File: config.mk
export PLATFORM = sky130hd
export DESIGN_NAME = nco_sweep_controller
export DESIGN_NICKNAME = d
export VERILOG_FILES = /design/src/rtl/nco_pkg.sv /design/src/rtl/nco_dwell_timer.sv /design/src/rtl/nco_sweep_controller.sv
export SDC_FILE = /design/constraint.sdc
export NUM_CORES = 1
export LEC_CHECK = 0
export ABC_AREA = 1
export CAP_MARGIN = 20
export CORE_UTILIZATION = 50
export DETAILED_ROUTE_END_ITERATION = 8
export GPL_ROUTABILITY_DRIVEN = 0
export PLACE_DENSITY = 0.8
export SLEW_MARGIN = 10
export SYNTH_ARGS = -nofsm -noshare
export SYNTH_HDL_FRONTEND = slang
export SYNTH_SLANG_ARGS = --single-unit
File: constraint.sdc
create_clock -name clk_in -period 2.2 [get_ports clk_in]
set_clock_uncertainty 0.2 [all_clocks]
set_input_delay 0.44 -clock clk_in [delete_from_list [all_inputs] [get_ports clk_in]]
set_output_delay 0.44 -clock clk_in [all_outputs]
set_load 0.005 [all_outputs]
File: src/rtl/nco_pkg.sv
// Shared definitions for the NCO control blocks: FSM state encoding, sweep direction,
// default tuning-word width and a ceil-log2 helper.
package nco_pkg;

  localparam int unsigned DefaultFtwWidth = 24;

  typedef enum logic [1:0] {
    StIdle  = 2'd0,
    StLoad  = 2'd1,
    StDwell = 2'd2,
    StDone  = 2'd3
  } nco_state_e;

  typedef enum logic {
    DirUp   = 1'b0,
    DirDown = 1'b1
  } nco_dir_e;

  function automatic int unsigned clog2(input int unsigned value);
    int unsigned result;
    result = 0;
    while ((32'd1 << result) < value) begin
      result = result + 1;
    end
    return result;
  endfunction

endpackage

File: src/rtl/nco_dwell_timer.sv
// Load / decrement / zero-flag down-counter; saturates at zero.
module nco_dwell_timer #(
  parameter int unsigned WIDTH = 16
) (
  input  logic             clk_in,
  input  logic             reset,
  input  logic             load,
  input  logic [WIDTH-1:0] load_val,
  input  logic             dec,
  output logic [WIDTH-1:0] count,
  output logic             zero
);

  logic [WIDTH-1:0] count_q, count_d;

  always_comb begin
    count_d = count_q;
    if (load) begin
      count_d = load_val;
    end else if (dec && (count_q != '0)) begin
      count_d = count_q - WIDTH'(1);
    end
  end

  always_ff @(posedge clk_in) begin
    if (reset) begin
      count_q <= '0;
    end else begin
      count_q <= count_d;
    end
  end

  assign count = count_q;
  assign zero  = (count_q == '0);

endmodule

File: src/rtl/nco_sweep_controller.sv
// Stepped-frequency sweep sequencer feeding tuning words to the NCO over valid/ready.
// Optional up-then-down sweep when NCO_SWEEP_PINGPONG_EN is defined.
module nco_sweep_controller
  import nco_pkg::*;
#(
  parameter int unsigned FTW_WIDTH   = DefaultFtwWidth,
  parameter int unsigned DWELL_WIDTH = 16,
  parameter int unsigned STEPS_WIDTH = 12
) (
  input  logic                   clk_in,
  input  logic                   reset,
  input  logic                   start,
  input  logic                   abort,
  input  logic [FTW_WIDTH-1:0]   cfg_start_ftw,
  input  logic [FTW_WIDTH-1:0]   cfg_step_ftw,
  input  logic [STEPS_WIDTH-1:0] cfg_num_steps,
  input  logic [DWELL_WIDTH-1:0] cfg_dwell,
  output logic [FTW_WIDTH-1:0]   ftw_out,
  output logic                   ftw_valid,
  input  logic                   ftw_ready,
  output logic [STEPS_WIDTH-1:0] step_idx,
  output logic                   busy,
  output logic                   done
);

  nco_state_e state_q, state_d;

  logic [FTW_WIDTH-1:0]   ftw_q, ftw_d;
  logic [FTW_WIDTH-1:0]   step_q, step_d;
  logic [STEPS_WIDTH-1:0] idx_q, idx_d;
  logic [STEPS_WIDTH-1:0] num_q, num_d;
  logic [DWELL_WIDTH-1:0] dwell_q, dwell_d;

  logic                   tmr_load, tmr_dec, tmr_zero;
  logic [DWELL_WIDTH-1:0] tmr_load_val;
  logic [DWELL_WIDTH-1:0] tmr_count;
  logic                   last_tone;
  logic                   capture;

  assign capture = (state_q == StIdle) && start && !abort;

  // A dwell of zero is held for one cycle, same as a dwell of one.
  assign tmr_load_val = (dwell_q == '0) ? '0 : dwell_q - DWELL_WIDTH'(1);

`ifdef NCO_SWEEP_PINGPONG_EN
  nco_dir_e dir_q, dir_d;

  // Peak tone is only terminal when there is nothing to descend through.
  assign last_tone = (dir_q == DirUp) ? ((idx_q == num_q) && (num_q == '0)) : (idx_q == '0);

  always_ff @(posedge clk_in) begin
    if (reset) begin
      dir_q <= DirUp;
    end else begin
      dir_q <= dir_d;
    end
  end
`else
  assign last_tone = (idx_q == num_q);
`endif

  always_ff @(posedge clk_in) begin
    if (reset) begin
      state_q <= StIdle;
    end else begin
      state_q <= state_d;
    end
  end

  always_comb begin
    state_d = state_q;
    unique case (state_q)
      StIdle:  if (capture) state_d = StLoad;
      StLoad: begin
        if (abort) begin
          state_d = StIdle;
        end else if (ftw_ready) begin
          state_d = StDwell;
        end
      end
      StDwell: begin
        if (abort) begin
          state_d = StIdle;
        end else if (tmr_zero) begin
          state_d = last_tone ? StDone : StLoad;
        end
      end
      StDone:  state_d = StIdle;
      default: state_d = StIdle;
    endcase
  end

  always_comb begin
    ftw_d    = ftw_q;
    step_d   = step_q;
    idx_d    = idx_q;
    num_d    = num_q;
    dwell_d  = dwell_q;
    tmr_load = 1'b0;
    tmr_dec  = 1'b0;
`ifdef NCO_SWEEP_PINGPONG_EN
    dir_d    = dir_q;
`endif
    if (capture) begin
      ftw_d   = cfg_start_ftw;
      step_d  = cfg_step_ftw;
      idx_d   = '0;
      num_d   = cfg_num_steps;
      dwell_d = cfg_dwell;
`ifdef NCO_SWEEP_PINGPONG_EN
      dir_d   = DirUp;
`endif
    end
    if ((state_q == StLoad) && !abort && ftw_ready) begin
      tmr_load = 1'b1;
    end
    if ((state_q == StDwell) && !abort) begin
      tmr_dec = 1'b1;
      if (tmr_zero && !last_tone) begin
`ifdef NCO_SWEEP_PINGPONG_EN
        if ((dir_q == DirUp) && (idx_q != num_q)) begin
          ftw_d = ftw_q + step_q;
          idx_d = idx_q + STEPS_WIDTH'(1);
        end else begin
          dir_d = DirDown;
          ftw_d = ftw_q - step_q;
          idx_d = idx_q - STEPS_WIDTH'(1);
        end
`else
        ftw_d = ftw_q + step_q;
        idx_d = idx_q + STEPS_WIDTH'(1);
`endif
      end
    end
  end

  always_ff @(posedge clk_in) begin
    if (reset) begin
      ftw_q   <= '0;
      step_q  <= '0;
      idx_q   <= '0;
      num_q   <= '0;
      dwell_q <= '0;
    end else begin
      ftw_q   <= ftw_d;
      step_q  <= step_d;
      idx_q   <= idx_d;
      num_q   <= num_d;
      dwell_q <= dwell_d;
    end
  end

  nco_dwell_timer #(
    .WIDTH(DWELL_WIDTH)
  ) u_dwell_timer (
    .clk_in  (clk_in),
    .reset   (reset),
    .load    (tmr_load),
    .load_val(tmr_load_val),
    .dec     (tmr_dec),
    .count   (tmr_count),
    .zero    (tmr_zero)
  );

  always_comb begin
    ftw_out   = ftw_q;
    step_idx  = idx_q;
    ftw_valid = (state_q == StLoad);
    busy      = (state_q == StLoad) || (state_q == StDwell);
    done      = (state_q == StDone);
  end

  logic unused_count;
  assign unused_count = ^tmr_count;

endmodule
* Yosys cells after proc, flatten, opt, wreduce, memory -nomap -nowiden
Cells that the tools add are included.
** Cells by class
- Add/subtract/negate cells :: 4
- Multiply operators :: 0
- Div/mod/pow operators :: 0
- $lt $le $gt $ge :: 0
- Equality and inequality tests :: 7
- Shift operators :: 0
- Mux-type cells :: 18
- Bitwise operators :: 0
- Reductions and logical operators :: 16
** Operators with widths (count)
- $mux W24 :: 3
- $mux W16 :: 3
- $mux W12 :: 3
- $logic_not A16 Y1 :: 2
- $sub A16 B1 Y16 const B :: 2
- $add A24 B24 Y24 :: 1
- $reduce_bool A16 Y1 :: 1
- $add A12 B1 Y12 const B :: 1
- $eq A12 B12 Y1 :: 1
- $mux W2 :: 6
- $pmux W2 S4 :: 1
- $logic_and A1 B1 Y1 :: 7
- $eq A2 B2 Y1 const B :: 2
- $ne A3 B2 Y1 const B :: 1
- $ne A3 B3 Y1 const B :: 1
- $reduce_and A3 Y1 :: 1
- $eq A2 B1 Y1 const B :: 1
- $logic_not A1 Y1 :: 2
- $logic_not A2 Y1 :: 1
- $mux W1 :: 2
- $ne A2 B2 Y1 const B :: 1
- $reduce_bool A2 Y1 :: 1
- $logic_or A1 B1 Y1 :: 1
** Storage, ports and cells
- Register bits :: 106
- Bits in latches :: 0
- Memory bits (writable) :: 0
- Memory bits (read-only) :: 0
- Bits of input ports :: 81
- Output and inout port bits :: 39
- Word-level logic and storage cells :: 52
- Memories :: 0

* Depth between registers and ports, before layout
Gate-level depths: netlist of the first run.
- Depth after elaboration :: 6
- Gate-level depth with buffers :: 14

* By module
A second synthesis of the first run with hierarchy kept.
** Unflattened totals
- Cell total of the unflattened synthesis :: 1190
- Area total of the unflattened synthesis :: 7310.8 um^2
** Modules (own cells, without submodules)
- nco_sweep_controller :: times used 1, cells an instance 978, area each 6115.9 um^2
- nco_dwell_timer :: times used 1, cells an instance 212, area each 1194.9 um^2

* Least setup slack after synthesis of the first run
No wires, ideal clock.
- Kind :: reg2reg
- From :: register ftw_q[0], in the netlist ftw_out[0]
- To :: register ftw_q[16], in the netlist ftw_out[16]
- Library setup time :: 0.109 ns
- Data arrival time :: 1.704 ns
- Setup slack :: 0.187 ns
- Cell stages (with the launch flop) :: 14
- Path through :: dfxtp_1 ha_1 inv_1 fa_1 inv_1 nand3_1 nand3_1 nand3_1 nand2_1 nand2_1 nand3_1 nand3_2 nand2_1 inv_1
** On the way
- Longest elaborated chain between the ends :: 3
** Ends and longest elaborated chain
- from (decl) :: line nco_sweep_controller.sv:28 : logic [FTW_WIDTH-1:0] ftw_q, ftw_d;
- from (signal assigned) :: line nco_sweep_controller.sv:145 : ftw_q <= ftw_d;
- $add A24 B24 Y24 :: line nco_sweep_controller.sv:130 : ftw_d = ftw_q + step_q;
- $mux W24 :: line nco_sweep_controller.sv:119 : if (tmr_zero && !last_tone) begin
- $mux W24 :: line nco_sweep_controller.sv:117 : if ((state_q == StDwell) && !abort) begin
Every way passes these cells.
A chain may end at the register's enable or synchronous reset.

* Worst setup path after layout of the first run
- From :: register state_q[1]
- To :: output port ftw_valid
** On the way
- Longest elaborated chain between the ends :: 1
** Ends and longest elaborated chain
- from (decl) :: line nco_sweep_controller.sv:26 : nco_state_e state_q, state_d;
- from (signal assigned) :: line nco_sweep_controller.sv:64 : state_q <= StIdle;
- from (signal assigned) :: line nco_sweep_controller.sv:66 : state_q <= state_d;
- $eq A2 B1 Y1 :: line nco_sweep_controller.sv:168 : ftw_valid = (state_q == StLoad);
- to (decl) :: line nco_sweep_controller.sv:19 : output logic ftw_valid,
Every way passes these cells.

==> results.md, run 1 <==
- Worst Max-Slew Pin Slew: 0.407 ns
- Mean cell area of the mapped netlist: 6.09 sq um
- Final number of max-transition violations: 0
- Post-route core utilization: 0.643
- Worst setup EP type: primary output
- Shortest clock period the worst path allows after layout: 2.13 ns
- Share of cells above drive strength 1: 0.0885
- Initial antenna violation count: 0
- Wire length per cell: between 10 and 15 microns
- Core area: 14500 sq um
- Post-CTS clock slew at the launch and capture registers of the worst setup and hold paths: 0.07 ns
- Power per cell area: 605 nW/um^2
- Hold Violations, Final: 0
- Netlist area before placement: 7370 sq um
- Clk Tree Root Cell: clkbuf_16
- CTS sink count: between 100 and 150
- Async set-or-reset flop fraction in the synthesized netlist: 0
- Initial Util: 0.509
- Share of the clock period used by the worst path: 0.970
- Max-cap violations: 0
- Cells taking the most area after synthesis: dfxtp_1 29%, nand2_1 18%, nor2_1 9.4%
- Worst hold-check path type: reg -> reg
- Synthesis Warnings: 0
- Maximum root-to-sink buffer count: 2
- Pin count of the biggest net entering global routing: around 50
- Primary FF master, synth: dfxtp_1
- Worst Reg2Reg Path Length in Cells: 9
- Crit path kind: reg -> out
- Overall routing resource usage: 0.261
- Synthesis-to-layout area growth: 26.3%
- Number of nets with antenna violations after detailed routing: 0
- Number of instances in the placed design: 1510
- Die outline height: 123 microns
- Commonest cells in the synthesized netlist: 355 x nand2_1, 185 x nor2_1, 172 x inv_1
- Number of cells traversed by the worst hold path: 2
- Routed wire length: 19600 microns
- Synth Net Count: approximately 1300
- Number of cell rows: 44
- CTS tree: done
- Count of flip-flops with a built-in enable after synthesis: 0
- Max Clock Freq: 469 MHz
- Largest area contributor in the synthesized netlist: dfxtp_1
- Termination of the worst setup path: ftw_valid
- Area post-placement: 8970 sq um
- Clock buffers created by TritonCTS: 9
- Ports: 120
- Net total in the final layout: approximately 1500
- Crit path from: state_q[1]
- Vias in the first global route: 6780
- Critical register-to-register path startpoint: ftw_out[2]
- Final Instance Area: between 9000 and 10000 sq um
- Proportion of netlist area held by the largest area contributor: 0.288
- Diodes inserted: 0
- Yosys reg bits: between 100 and 150
- CTS H-Tree Depth: 3
- Setup violation total in the final timing report: 0
- Reg2reg setup slack: 0.09 ns
- Synth Instances: 1210
- Reg-to-Reg End: ftw_out[19]
- Area of the die: 15200 sq um
- Register area share after synthesis: 0.288
- Congestion Overflow GR: 0
- Outcome: completed
- Final HPWL DP: about 15000 microns
- Worst Path Arrival: 1.49 ns
- Skew-Pair Late Insertion Delay: 0.37 ns
- Count of unique library cells instantiated by Yosys: 38
- Count of buffers from port buffering: 119
- Ratio of routed vias to standard cells: 5.04
- Relative max-transition margin: 0.727
- Largest vdd supply drop: 0.403 mV
- Cell leakage power: 4.63 nW
- Total via count in the routed design: 7706
- Detailed-route DRC error count: 0
- Most common cell in the netlist: nand2_1
- Critical Path Start Type: flip-flop
- First-pass GRT wire length: 31300 microns
- CP required: ~1.6 ns
- X dimension of the die: 123 microns
- First DRT Iteration DRCs: 574
- Post-Layout Cell Count: roughly 1500
- Pre-Repair DR Iteration Count: 5
- Maximum fanout along the worst path: 3
- Hold Slack: 0.273 ns
-- worst max-delay path: stages, from the launching register on --
cell and delay, ns:
dfxtp_2 0.33, inv_1 0.09, ha_1 0.20, clkdlybuf4s50_1 0.52
-- per-stage QoR --
step           TNS [ns]  setup slack [ns]  power, mW
2_1_floorplan         0             0.187       3.39
3_3_place_gp          0            0.0334       3.94
3_5_place_dp          0            0.0303       3.97
4_1_cts               0            0.0117       5.64
5_1_grt         -0.0284           -0.0182       5.97
6_report              0            0.0658       5.64
-- cell families (layout without fill, tap and decap cells) --
logic type	count (synthesis)	after routing	synth area share
AOI/OAI and AO/OA	166	166	0.125
xor gates and xnor gates	24	24	0.0285
adders and majority gates	33	33	0.0570
DFF	106	106	0.288
and+or+nand+nor	663	663	0.377
buffers and inverters	214	349	0.119
muxes	4	4	0.00543
-- cell type report --
cell class | instances | area (sq um)
fill | 1324 | 5170
clock inverter | 7 | 68.8
timing repair buffer | 157 | 1600
tap | 184 | 230
clock buffer | 9 | 225
inverter | 176 | 662
multi-input combinational | 890 | 4400
sequential | 106 | 2120
-- what timing repair did --
action | 4_1_cts | 5_1_grt
hold buffers | 0 | 0
setup buffers | 1 | 2
gates resized for setup | 4 | 8
setup endpoints to repair | 2 | 11
cloned | 0 | 0
-- routing by layer --
layer  routed length [microns]  global-route usage  vias to the layer above
met3                      1130              0.0517                       35
li1                          -                   -                     4036
met4                       379              0.0761                        0
met5                         0                   0                        -
met2                      8690               0.419                      225
met1                      9390               0.352                     3410
-- worst min-delay path by stage --
stage                 to  slack (ns)       from
3_5_place_dp   num_q[11]        0.26  num_q[11]
2_1_floorplan  num_q[10]        0.24  num_q[10]
6_report        num_q[0]        0.27   num_q[0]
3_3_place_gp   num_q[11]        0.25  num_q[11]
5_1_grt        num_q[10]        0.30  num_q[10]
4_1_cts        num_q[11]        0.27  num_q[11]
-- where the power goes --
group,internal [mW],leakage (nW),switching [mW]
registers,2.08,0.868,0.130
clock network,0.882,0.142,0.798
logic,0.760,3.62,0.988
total,3.72,4.63,1.92
-- state kept, by name, summed over array words and instances, names as in the netlist --
name,count
state_q,2
step_q,24
num_q,12
dwell_q,16
ftw_out,24
step_idx,12
u_dwell_timer.count,16
-- placed cells by master, fill, tap and decap left out, types with 3 or more instances in the layout --
cell / count
nand2_1: 354
nand3_2: 9
nand3b_1: 6
inv_1: 169
a21oi_2: 7
clkdlybuf4s50_1: 118
nand4_1: 15
nand2_2: 8
o21bai_1: 3
ha_1: 31
mux2i_1: 4
nand3_1: 63
o21ai_0: 79
buf_12: 10
xnor2_1: 11
nor2_2: 9
o21ai_2: 13
or2_2: 3
inv_2: 6
clkinv_2: 4
nor3_1: 7
o21ai_1: 9
xor2_1: 13
clkbuf_16: 9
buf_4: 28
nor2_1: 183
a31oi_1: 5
a21oi_1: 49
dfxtp_1: 104
(Power assumes the default switching activity.)
==> run 2, diff against run 1 <==
- CORE_MARGIN: not set -> 2
==> results.md, run 2 (synthesized netlist as in run 1, its figures left out) <==
- Setup violation total in the final timing report: 0 (unchanged)
- Worst setup EP type: flip-flop
- Clk Tree Root Cell: clkbuf_16
- Diodes inserted: 0 (unchanged)
- Total power draw: 5.57 mW (-1.2%)
- Count of buffers from port buffering: 119 (unchanged)
- Synthesis-to-layout area growth: 25.5%
- Pin count of the biggest net entering global routing: 58 (+14%)
- Maximum fanout along the worst path: 4 (+1)
- Crit path cell chain: ha_1 > inv_1 > fa_1 > inv_1 > nand2_1 > nand3_1 > nand2_1 > nand2_1 > nand2_1 > nand2_1 > nand2_2 > a21oi_2
- Total via count in the routed design: 7792 (+1.1%)
- Setup repair after global routing missed its margin: no
- Max incr delay on CP: 0.38 ns (-0.14 ns)
- Skew-Pair Late Insertion Delay: 0.37 ns (about the same)
- Share of the clock period used by the worst path: 0.965 (-0.00506)
- Area of the multi-input gates: 4400 sq um (+0.14%)
- Number of instances in the placed design: 1505 (-0.33%)
- Number of cell rows: 44 (unchanged)
- Internal power: 3.62 mW (-2.8%)
- First DRT Iteration DRCs: 665 (+16%)
- Ratio of routed vias to standard cells: 5.12 (+1.5%)
- Crit path kind: reg -> reg
- Most numerous cell on the critical path: nand2_1
- Net total in the final layout: 1448 (-0.41%)
- Outcome: completed
- X dimension of the die: 125 microns (+1.6%)
- Post-CTS clock slew at the launch and capture registers of the worst setup and hold paths: 0.08 ns (about the same)
- Relative max-transition margin: 0.719 (-0.00736)
- Overall routing resource usage: 0.253 (-0.00751)
- CTS H-Tree Depth: 3 (unchanged)
- Routed wire length: 19800 microns (+1.2%)
- Final number of max-transition violations: 0 (unchanged)
- Vias in the first global route: 7250 (+6.9%)
- Share of power burned in combinational logic: 0.316 (+0.006)
- Wire length per cell: 13.0 microns (+1.6%)
- Sw Share: 0.351 (+0.0106)
- Max Clock Freq: 471 MHz (+0.52%)
- First-pass GRT wire length: 33300 microns (+6.5%)
- Hold-fix buffer count after cts: 0 (unchanged)
- CTS tree: done
- Maximum root-to-sink buffer count: 2 (unchanged)
- Register Area: 2130 sq um (about the same)
- Pre-CTS worst setup slack: -0.0885 ns (-0.119 ns)
- Hold Violations, Final: 0 (unchanged)
- CP required: 2.31 ns (+0.75 ns)
- Final HPWL DP: 14900 microns (+2.3%)
- Most used cells in the layout excluding fill and tap cells: 352 x nand2_1, 182 x nor2_1, 170 x inv_1
- Hold Slack: 0.270 ns (-0.00261 ns)
- CTS sink count: 106 (unchanged)
- Sequential share of power: 0.397 (+0.005)
- Power per cell area: 602 nW/um^2 (-0.60%)
- Cell leakage power: 4.61 nW (-0.49%)
- Clock group share of total power: 0.287 (-0.011)
- Share of cells above drive strength 1: 0.0851 (-0.00334)
- Post-Layout Cell Count: 1523 (-0.39%)
- Max-cap violations: 0 (unchanged)
- Core area: 14500 sq um (unchanged)
- Worst Max-Slew Pin Slew: 0.418 ns (+0.0110 ns)
- PnR worst setup slack: 0.0770 ns (+0.0111 ns)
- Ports: 120 (unchanged)
- Cell with the biggest individual delay on the critical path: fa_1
- Clock buffers created by TritonCTS: 9 (unchanged)
- Pre-Repair DR Iteration Count: 7 (+2)
- Initial antenna violation count: 0 (unchanged)
- Power dissipated by switching net loads: 1.95 mW (+1.9%)
- Final-layout fill cell count: 1368 (+3.3%)
- Number of nets with antenna violations after detailed routing: 0 (unchanged)
- Detailed-route DRC error count: 0 (unchanged)
- Area of the die: 15700 sq um (+3.3%)
- Die outline height: 125 microns (+1.6%)
- Worst Path Arrival: 2.23 ns (+0.74 ns)
- Worst hold-check path type: reg -> reg
- Largest vdd supply drop: 0.445 mV (+11%)
- Initial Util: 0.509 (unchanged)
- Most common cell after layout, fill and taps aside: nand2_1
- Shortest clock period the worst path allows after layout: 2.12 ns (-0.0111 ns)
- Critical Path Start Type: flip-flop
- Congestion Overflow GR: 0 (unchanged)
## run 2: stage by stage
step / cell area, sq um / utilization / TNS, ns
2_1_floorplan: 7370 / - / 0
3_3_place_gp: 8920 / 0.616 / 0
3_5_place_dp: 8920 / 0.616 / -0.0885
4_1_cts: 9220 / 0.637 / 0
5_1_grt: 9260 / 0.639 / 0
6_report: 9260 / 0.639 / 0
## run 2: critical path: cells and delay by family, from the launching register on
kind,cells,cell delay [ns]
simple gates,7,0.72
flops,1,0.35
buf+inv,2,0.15
compound gates,1,0.10
fa+ha+maj,2,0.55
## run 2: layout make-up
type | instances | area share
clock buffer | 9 | 0.0243
clock inverter | 7 | 0.00662
inverter | 176 | 0.0715
multi-input combinational | 890 | 0.476
sequential | 106 | 0.230
tap | 184 | 0.0249
timing repair buffer | 151 | 0.167
## run 2: layer usage
layer	vias up	global-route usage	share of wire
li1	4020	-	-
met1	3468	0.341	0.47
met5	-	0	0
met4	0	0.0699	0.018
met2	274	0.411	0.45
met3	30	0.0539	0.068
## run 2: final timing paths
check,cells past startpoint,slack [ns],start,endpoint
max,12,0.08,ftw_out[0],ftw_out[14]
min,2,0.27,num_q[3],num_q[3]
min reg2reg,2,0.27,num_q[3],num_q[3]
max reg2reg,12,0.08,ftw_out[0],ftw_out[14]
## run 2: timing repair
action                                  CTS  global route
cloned                                    0             0
hold endpoints to repair                  0             0
resized for setup                         2            13
buffers inserted                          2             0
endpoints found under the setup margin    1            11
## run 2: power by group through the flow
stage	Combinational [mW]	Clock [mW]	Sequential, mW
6_report	1.76	1.60	2.21
5_1_grt	1.98	1.70	2.23
4_1_cts	1.75	1.63	2.20
3_5_place_dp	1.73	0	2.24
3_3_place_gp	1.70	0	2.25
2_1_floorplan	1.17	0	2.22
